**src/rtl/pipelined_adder_v_pkg.sv**
```systemverilog
// pipelined_adder_v_pkg: default geometry, slice-width helper and reference result for the pipelined adder
package pipelined_adder_v_pkg;
  localparam int DEF_WIDTH = 16;
  localparam int DEF_STAGES = 4;
  typedef struct packed {
    logic [DEF_WIDTH-1:0] s;
    logic c;
    logic v;
  } res_t;
  function automatic int slice_w(input int width, input int stages);
    return width / stages;
  endfunction
  function automatic res_t ref_add(input logic [DEF_WIDTH-1:0] a, input logic [DEF_WIDTH-1:0] b, input logic cin);
    logic [DEF_WIDTH:0] t;
    t = {1'b0, a} + {1'b0, b} + {{DEF_WIDTH{1'b0}}, cin};
    ref_add.s = t[DEF_WIDTH-1:0];
    ref_add.c = t[DEF_WIDTH];
    ref_add.v = (a[DEF_WIDTH-1] == b[DEF_WIDTH-1]) && (t[DEF_WIDTH-1] != a[DEF_WIDTH-1]);
  endfunction
endpackage

```
**src/rtl/adder_slice_v.sv**
```systemverilog
// adder_slice_v: W-bit ripple of full adders, also exposing the carry into the top bit
module adder_slice_v #(
  parameter int W = 4
) (
  input  logic [W-1:0] a,
  input  logic [W-1:0] b,
  input  logic         cin,
  output logic [W-1:0] s,
  output logic         cout,
  output logic         c_msb_in
);
  logic [W:0] c;
  assign c[0] = cin;
  for (genvar i = 0; i < W; i++) begin : g_fa
    full_adder_v u_fa (.a(a[i]), .b(b[i]), .cin(c[i]), .s(s[i]), .cout(c[i+1]));
  end
  assign cout = c[W];
  assign c_msb_in = c[W-1];
endmodule

```
**src/rtl/full_adder_v.sv**
```systemverilog
// full_adder_v: single-bit full adder
module full_adder_v (
  input  logic a,
  input  logic b,
  input  logic cin,
  output logic s,
  output logic cout
);
  assign s = a ^ b ^ cin;
  assign cout = (a & b) | (cin & (a ^ b));
endmodule

```
**src/rtl/pipelined_adder_v.sv**
```systemverilog
// pipelined_adder_v: STAGES-deep slice-per-stage adder with valid/ready handshake and bubble collapsing
module pipelined_adder_v
  import pipelined_adder_v_pkg::*;
#(
  parameter int WIDTH = DEF_WIDTH,
  parameter int STAGES = DEF_STAGES
) (
  input  logic             i_clk,
  input  logic             i_rst,
  input  logic [WIDTH-1:0] i_a,
  input  logic [WIDTH-1:0] i_b,
  input  logic             i_carry,
  input  logic             i_valid,
  output logic             o_ready,
  output logic [WIDTH-1:0] o_s,
  output logic             o_carry,
  output logic             o_overflow,
  output logic             o_valid,
  input  logic             i_ready
);
  localparam int SLICE = slice_w(WIDTH, STAGES);
  if (WIDTH < 2 || STAGES < 1 || STAGES > WIDTH || WIDTH % STAGES != 0) begin : g_bad_geometry
    $error("pipelined_adder_v: WIDTH must be >= 2 and an exact multiple of STAGES (1..WIDTH)");
  end
  logic             v_r  [STAGES];
  logic             c_r  [STAGES];
  logic             ov_r [STAGES];
  logic             ld   [STAGES];
  logic [WIDTH-1:0] a_r  [STAGES];
  logic [WIDTH-1:0] b_r  [STAGES];
  logic [WIDTH-1:0] s_r  [STAGES];
  for (genvar k = 0; k < STAGES; k++) begin : g_st
    logic [WIDTH-1:0] a_in, b_in, s_in, s_n;
    logic [SLICE-1:0] sl_s;
    logic             cin, take, co, cm;
    // Operands travel pre-shifted so every stage adds the low SLICE bits it receives.
    if (k == 0) begin : g_head
      assign a_in = i_a;
      assign b_in = i_b;
      assign s_in = '0;
      assign cin = i_carry;
      assign take = i_valid;
    end else begin : g_body
      assign a_in = a_r[k-1];
      assign b_in = b_r[k-1];
      assign s_in = s_r[k-1];
      assign cin = c_r[k-1];
      assign take = v_r[k-1];
    end
    if (k == STAGES - 1) begin : g_last
      assign ld[k] = !v_r[k] || i_ready;
    end else begin : g_mid
      assign ld[k] = !v_r[k] || ld[k+1];
    end
    adder_slice_v #(.W(SLICE)) u_slice (
      .a(a_in[SLICE-1:0]), .b(b_in[SLICE-1:0]), .cin(cin),
      .s(sl_s), .cout(co), .c_msb_in(cm)
    );
    always_comb begin
      s_n = s_in;
      s_n[k*SLICE +: SLICE] = sl_s;
    end
    always_ff @(posedge i_clk or posedge i_rst) begin
      if (i_rst) begin
        v_r[k] <= 1'b0;
        c_r[k] <= 1'b0;
        ov_r[k] <= 1'b0;
        a_r[k] <= '0;
        b_r[k] <= '0;
        s_r[k] <= '0;
      end else if (ld[k]) begin
        v_r[k] <= take;
        if (take) begin
          c_r[k] <= co;
          ov_r[k] <= cm ^ co;
          a_r[k] <= a_in >> SLICE;
          b_r[k] <= b_in >> SLICE;
          s_r[k] <= s_n;
        end
      end
    end
  end
  assign o_ready = ld[0];
  assign o_valid = v_r[STAGES-1];
  assign o_s = s_r[STAGES-1];
  assign o_carry = c_r[STAGES-1];
  assign o_overflow = ov_r[STAGES-1];
endmodule

```
**config.mk**
```make
export PLATFORM = sky130hd
export DESIGN_NAME = pipelined_adder_v
export DESIGN_NICKNAME = d
export VERILOG_FILES = /design/src/rtl/pipelined_adder_v_pkg.sv /design/src/rtl/adder_slice_v.sv /design/src/rtl/full_adder_v.sv /design/src/rtl/pipelined_adder_v.sv
export SDC_FILE = /design/constraint.sdc
export NUM_CORES = 1
export LEC_CHECK = 0
export CAP_MARGIN = 0
export CORE_MARGIN = 2
export CORE_UTILIZATION = 39
export CTS_BUF_LIST = sky130_fd_sc_hd__clkbuf_2
export CTS_CLUSTER_SIZE = 12
export DETAILED_ROUTE_END_ITERATION = 10
export MAX_ROUTING_LAYER = met4
export PLACE_DENSITY_LB_ADDON = 0.2
export SLEW_MARGIN = 25
export SYNTH_ARGS = -nofsm -noshare
export SYNTH_HDL_FRONTEND = slang
export SYNTH_SLANG_ARGS = --single-unit
```
**constraint.sdc**
```tcl
create_clock -name i_clk -period 9 [get_ports i_clk]
set_input_delay 1.35 -clock i_clk [delete_from_list [all_inputs] [get_ports i_clk]]
set_output_delay 1.35 -clock i_clk [all_outputs]
set_load 0.03 [all_outputs]
```
==> reports/qor.tcl, run 1 <==
set qor(crit_slowest_cell) {clkdlybuf4s50_1}
set qor(die_h_um) 107
set qor(swShare_pct) 32.7
set qor(finalClockSkew_ps) 19.4
set qor(clock_power_share_pct) 16.9
set qor(multiInputGateArea_um2) 1510
set qor(clock.fmax_mhz) 228
set qor(buffer_ports.inserted) 56
set qor(cellLeakagePower_nw) 2.19
set qor(horiz_die_dim_um) 107
set qor(htree_num_levels) 3
set qor(die-area_um2) 11500
set qor(detailroute.wirelength.met2_um) 3400
set qor(power.ir.vdd_worst_v) 0.000107
set qor(timing.critical_path.to_type) {primary output}
set qor(met1_length_um) 3070
set qor(maxUsedRoutingLayer) {met4}
set qor(timing.final.max_slew_violations) 0
set qor(initial_utilization_pct) 40.2
set qor(criticalPathCategory) {in2out}
set qor(crit_cells) 4
set qor(grt_pass1_wl_um) 11600
set qor(power_frac_comb_pct) 35.1
set qor(place.gp.congestion) 0.703
set qor(route.vias.total) 2210
set qor(report.final.hold_viol_count) 0
set qor(gr-total-overflow) 0
set qor(fin_tns_setup_ps) 0
set qor(path_max_fanout) 7
set qor(post-place-ws_ps) 4610
set qor(setup_viol) 0
set qor(critPathTopFamily) {buffers and inverters}
set qor(postCtsResizedCells) 0
set qor(seqCellArea_um2) 2430
set qor(layout_filler_cell_count) 926
set qor(power_frac_seq_pct) 48.0
set qor(fin_ws_ps) 4620
set qor(critical_path.cell_chain) {clkdlybuf4s50_1 > and4b_1 > nand2_1 > clkdlybuf4s50_1}
set qor(route.detailed.drc) 0
set qor(postSynthNetCount) 331
set qor(worst-r2r-cell-count) 9
set qor(postRouteAntennaNets) 0
set qor(cpPeakStageDelay_ps) 610
set qor(cellPowerDensity_nw_per_um2) 277
set qor(clock_path_buffers) 2
set qor(cp_common_cell) {clkdlybuf4s50_1}
set qor(clkTransAtPathRegs_ps) 250
set qor(timing.final.crit_period_ps) 4380
set qor(status) {complete, no violations}
set qor(cts_tree) {done}
set qor(critical_path.n_buffers_inverters) 2
set qor(worst-slew-pin-transition_ps) 662
set qor(clock_sinks) 97
set qor(setup.worst_path.start) {i_ready}
set qor(post_synth_num_cell_types) 26
set qor(post_synth_inst_count) 278
set qor(holdCritPathClass) {reg2reg}
set qor(synth.ff_latch_count) 97
set qor(postLayoutCoreUtil_pct) 48.1
set qor(drt_first_iter_violations) 43
set qor(setup.reg_to_reg.worst_slack_ps) 6630
set qor(yosys_warnings) 0
set qor(final.period_utilization_pct) 48.6
set qor(dp.final_hpwl_um) 4760
set qor(worst_r2r_startpoint) {g_st[3].a_in[0]}
set qor(cts_hold_repair.buffers) 0
set qor(maxCapViolCount) 0
set qor(flow.area_growth_from_synthesis_pct) 19.7
set qor(clock_insertion_delay_worst_skew_ps) 540
set qor(worst_r2r_endpoint) {o_overflow}
set qor(worstPathArrival_ps) 3030
set qor(met3_length_um) 311
set qor(ratio_of_cells_with_drive_above_1_in_the_final_layout_pct) 29.2
set qor(syn_area_per_cell_um2) 14.9
set qor(p_int_mw) 0.927
set qor(hold-worst-slack_ps) 518
set qor(wire_per_inst_um) 14.3
set qor(switching_power_mw) 0.451
set qor(antennaDiodeCount) 0
set qor(tritoncts.num_buffers) 9
set qor(first_global_vias) 2352
set qor(pin_count_of_the_biggest_net_entering_global_routing) 54
set qor(grt_usage_pct) 13.7
set qor(antenna_violations_before_repair) 0
set qor(first_pass_iters) 4
set qor(synth_seq_area_share_pct) 58.5
set qor(fp-row-count) 37
set qor(rsz0062_at_grt) {false}
set qor(num-nets-final) 390
set qor(core-area_um2) 10300
set qor(cts.repair_timing.setup_buffer_count) 0
set qor(clock-root-buffer) {clkbuf_2}
set qor(worst_setup_path_endpoint) {o_ready}
set qor(io_pins) 57
set qor(finalWirelength_um) 6850
set qor(route.detailed.vias_per_inst) 4.62
set qor(maxSlewHeadroom_pct) 55.8
set qor(setup.worst_path.start_class) {input pin}
set qor(post_synth_instance_area_um2) 4150
set qor(required_ps) 7650
==> registers in the layout, indices dropped and copies added (netlist names) <==
signal      cells
o_s            16
o_valid         1
g_st.b_in      24
g_st.a_in      24
o_carry         1
g_st.cin        3
g_st.s_in      24
g_st.take       3
o_overflow      1
==> cell usage after synthesis <==
library cell | instances | area share, %
and4b_1 | 1 | 0.24
buf_6 | 3 | 0.81
mux2_2 | 67 | 18
mux2_1 | 1 | 0.27
nor2_4 | 1 | 0.27
mux2_4 | 7 | 2.5
mux2i_1 | 5 | 1.2
o21ai_0 | 14 | 1.7
xnor2_1 | 1 | 0.21
nand2_1 | 2 | 0.18
nand2_4 | 1 | 0.27
buf_4 | 4 | 0.72
nand3_1 | 4 | 0.48
nand2_2 | 2 | 0.30
a31oi_1 | 4 | 0.60
nand4b_4 | 1 | 0.57
fa_1 | 16 | 7.7
buf_12 | 1 | 0.48
inv_2 | 1 | 0.090
dfrtp_1 | 97 | 58
a21oi_1 | 4 | 0.48
buf_2 | 2 | 0.24
nand2b_1 | 4 | 0.60
inv_1 | 33 | 3.0
nand3b_1 | 1 | 0.18
o21ai_2 | 1 | 0.21
==> power groups by stage <==
stage,logic [mW],registers (mW),clock network [mW]
after floorplan,0.266,0.731,0
after global placement,0.481,0.672,0
after detailed placement,0.494,0.676,0
after CTS,0.495,0.665,0.243
after global routing,0.538,0.684,0.261
final,0.484,0.661,0.233
==> how the worst min path moves through the flow <==
stage	from	endpoint	slack, ps	depth (start not counted)
after CTS	g_st[2].b_in[5]	g_st[3].b_in[1]	510	1
after global placement	g_st[2].s_in[0]	g_st[3].s_in[0]	470	1
after floorplan	g_st[2].s_in[0]	g_st[3].s_in[0]	450	1
after global routing	g_st[2].b_in[7]	g_st[3].b_in[3]	530	1
final	g_st[2].b_in[5]	g_st[3].b_in[1]	520	1
after detailed placement	g_st[2].s_in[0]	g_st[3].s_in[0]	470	1
==> kinds of logic (layout without fill, tap and decap cells) <==
family,Yosys count,after routing,share of synthesized area (%)
xor gates and xnor gates,1,1,0.211
muxes,80,80,22.2
DFF,97,97,58.5
buffers and inverters,44,108,5.33
AOI/OAI and AO/OA,23,23,2.98
adders and majority gates,16,16,7.72
and+or+nand+nor,17,17,3.10
==> cell usage in the layout (no fill, tap or decap) <==
cell type,n
mux2_2,67
xnor2_1,1
a31oi_1,4
nor2_4,1
nand3b_1,1
fa_1,16
clkinvlp_4,2
mux2_1,1
nand2_4,1
bufinv_16,2
nand2b_1,4
dfrtp_1,97
and4b_1,1
clkdlybuf4s50_1,56
a21oi_1,4
inv_2,1
nand3_1,4
buf_16,1
mux2i_1,5
o21ai_0,14
clkbuf_2,11
mux2_4,7
o21ai_4,1
buf_4,1
clkinv_2,1
nand2_2,2
nand2_1,2
nand4b_4,1
inv_4,1
inv_1,32
==> metal layers <==
| layer | track usage, % | vias up |
|---|---|---|
| li1 | - | 1049 |
| met1 | 17.3 | 1105 |
| met2 | 21.4 | 49 |
| met3 | 3.95 | 7 |
| met4 | 4.45 | 0 |
| met5 | - | - |
==> metrics by stage <==
stage	power, mW	area, um^2	instances
finish	1.38	4970	478
CTS	1.40	4970	478
detailed placement	1.17	4830	462
global route	1.48	4970	478
floorplan	0.997	4150	278
global placement	1.15	4810	461
==> layout make-up <==
| type | instances | share of cell area [%] |
|---|---|---|
| multi-input cells | 137 | 30.4 |
| repair buffers | 58 | 12.0 |
| inverters | 34 | 2.62 |
| well taps | 136 | 3.42 |
| clock buffers | 11 | 1.11 |
| flip-flops and latches | 97 | 48.9 |
| clock inverters | 5 | 1.61 |
Note: power is estimated with default switching activity, not from simulation.
==> run 2: changes to the inputs <==
Clock period 9 ns to 4.3 ns, I/O delays scaled along.
==> run 2 against run 1 <==
  * Worst hold slack better by 3.1 ps
  * Sequential power increased by 110%
  * Core utilization fell by 0.17 points
  * Largest power group unchanged
==> reports/qor.tcl, run 2 (same netlist as run 1, synthesis figures left out) <==
set qor(num-nets-final) 390
set qor(timing.critical_path.to_type) {primary output}
set qor(clock_sinks) 97
set qor(switching_power_mw) 0.943
set qor(fin_tns_setup_ps) 0
set qor(flow.area_growth_from_synthesis_pct) 19.3
set qor(core-area_um2) 10300
set qor(grt_pass1_wl_um) 11800
set qor(clkTransAtPathRegs_ps) 250
set qor(setup.reg_to_reg.worst_slack_ps) 1920
set qor(route.detailed.vias_per_inst) 4.63
set qor(power_frac_comb_pct) 35.1
set qor(path_max_fanout) 7
set qor(place.gp.congestion) 0.690
set qor(finalClockSkew_ps) 23.3
set qor(hold_end) {g_st[3].s_in[6]}
set qor(hold-worst-slack_ps) 521
set qor(mostFrequentLayoutCells) {97 x dfrtp_1, 67 x mux2_2, 56 x clkdlybuf4s50_1, 32 x inv_1, 16 x fa_1}
set qor(post-place-ws_ps) 1330
set qor(route.vias.total) 2213
set qor(postLayoutCoreUtil_pct) 48.0
set qor(wire_per_inst_um) 14.2
set qor(hold_start) {g_st[2].s_in[6]}
set qor(clock_power_share_pct) 16.8
set qor(worst_r2r_startpoint) {g_st[3].cin}
set qor(drt_first_iter_violations) 49
set qor(ratio_of_cells_with_drive_above_1_in_the_final_layout_pct) 29.2
set qor(fp-row-count) 37
set qor(worst-slew-pin-transition_ps) 672
set qor(whs_path_depth) 1
set qor(maxSlewHeadroom_pct) 55.2
set qor(dp.final_hpwl_um) 4730
set qor(postCtsResizedCells) 0
set qor(timing.final.crit_period_ps) 2970
set qor(rsz0062_at_grt) {false}
set qor(die_h_um) 107
set qor(antenna_violations_before_repair) 0
set qor(status) {complete, no violations}
set qor(cellLeakagePower_nw) 2.18
set qor(power_frac_seq_pct) 48.1
set qor(first_global_vias) 2379
set qor(route.detailed.drc) 0
set qor(cts_tree) {done}
set qor(commonest_non_fill_non_tap_cell_in_the_layout) {dfrtp_1}
set qor(horiz_die_dim_um) 107
set qor(gr-total-overflow) 0
set qor(setup.worst_path.start_class) {input pin}
set qor(grt_usage_pct) 13.9
set qor(final.period_utilization_pct) 69.0
set qor(tritoncts.num_buffers) 9
set qor(worst-r2r-cell-count) 9
set qor(clock_insertion_delay_worst_skew_ps) 540
set qor(worstPathArrival_ps) 2320
set qor(holdCritPathClass) {reg2reg}
set qor(cp_common_cell) {clkdlybuf4s50_1}
set qor(criticalPathCategory) {in2out}
set qor(critical_path.n_buffers_inverters) 2
set qor(power.ir.vdd_worst_v) 0.000278
set qor(report.final.hold_viol_count) 0
set qor(clock-root-buffer) {clkbuf_2}
set qor(first_pass_iters) 4
set qor(setup_viol) 0
set qor(maxCapViolCount) 0
set qor(p_int_mw) 1.94
set qor(swShare_pct) 32.7
set qor(worst_r2r_endpoint) {o_overflow}
set qor(antennaDiodeCount) 0
set qor(critical_path.cell_chain) {clkdlybuf4s50_1 > and4b_1 > nand2_1 > clkdlybuf4s50_1}
set qor(pin_count_of_the_biggest_net_entering_global_routing) 79
set qor(crit_slowest_cell) {clkdlybuf4s50_1}
set qor(clock.fmax_mhz) 337
set qor(clock_path_buffers) 2
set qor(postRouteAntennaNets) 0
set qor(critPathTopFamily) {buffers and inverters}
set qor(timing.final.max_slew_violations) 0
set qor(cts.repair_timing.setup_buffer_count) 0
set qor(required_ps) 3650
set qor(io_pins) 57
set qor(fin_ws_ps) 1330
set qor(cellPowerDensity_nw_per_um2) 582
set qor(cpPeakStageDelay_ps) 610
set qor(finalWirelength_um) 6780
set qor(cts_hold_repair.buffers) 0
set qor(die-area_um2) 11500
set qor(initial_utilization_pct) 40.2
set qor(htree_num_levels) 3
set qor(buffer_ports.inserted) 56
-- run 2: through the flow --
step | cells | instance area (um^2) | total power, mW
CTS | 478 | 4950 | 2.93
floorplan | 278 | 4150 | 2.09
finish | 478 | 4950 | 2.88
global placement | 462 | 4810 | 2.41
global route | 478 | 4950 | 3.11
detailed placement | 462 | 4810 | 2.45
-- run 2: worst max-delay path by stage --
stage	from	cells after the start	to	slack (ps)
final	i_ready	4	o_ready	1330
after global routing	g_st[3].take	3	o_ready	1160
after CTS	g_st[3].take	3	o_ready	1280
after detailed placement	i_ready	4	o_ready	1330
after global placement	i_ready	4	o_ready	1310
after floorplan	i_rst	1	g_st[1].a_in[0]	1120
-- run 2: final cells by class --
| type | instances | area, um^2 |
|---|---|---|
| clock buffer | 11 | 55.1 |
| clock inverter | 5 | 80.1 |
| fill | 953 | 5370 |
| inverter | 34 | 133 |
| multi-input combinational | 137 | 1510 |
| sequential | 97 | 2430 |
| tap | 136 | 170 |
| timing repair buffer | 58 | 576 |
-- run 2: worst reg2reg max path, stage by stage (launching register included) --
cell,delay [ps]
dfrtp_1,430
fa_1,170
inv_1,60
fa_1,410
inv_1,90
fa_1,220
inv_1,70
fa_1,460
xnor2_1,150
mux2_2,250
-- run 2: layer usage --
metal | global-route usage (%) | vias to the layer above | part of all wire [%]
met1 | 18.2 | 1117 | 46
li1 | - | 1042 | -
met5 | - | - | 0
met3 | 4.26 | 6 | 4.5
met2 | 21.2 | 48 | 48
met4 | 3.90 | 0 | 0.77
-- run 2: power groups by stage --
stage               Clock (mW)  Combinational, mW  Sequential, mW
global placement             0               1.01            1.41
finish                   0.485               1.01            1.39
CTS                      0.506               1.03            1.39
global route             0.551               1.13            1.44
floorplan                    0              0.556            1.53
detailed placement           0               1.03            1.42
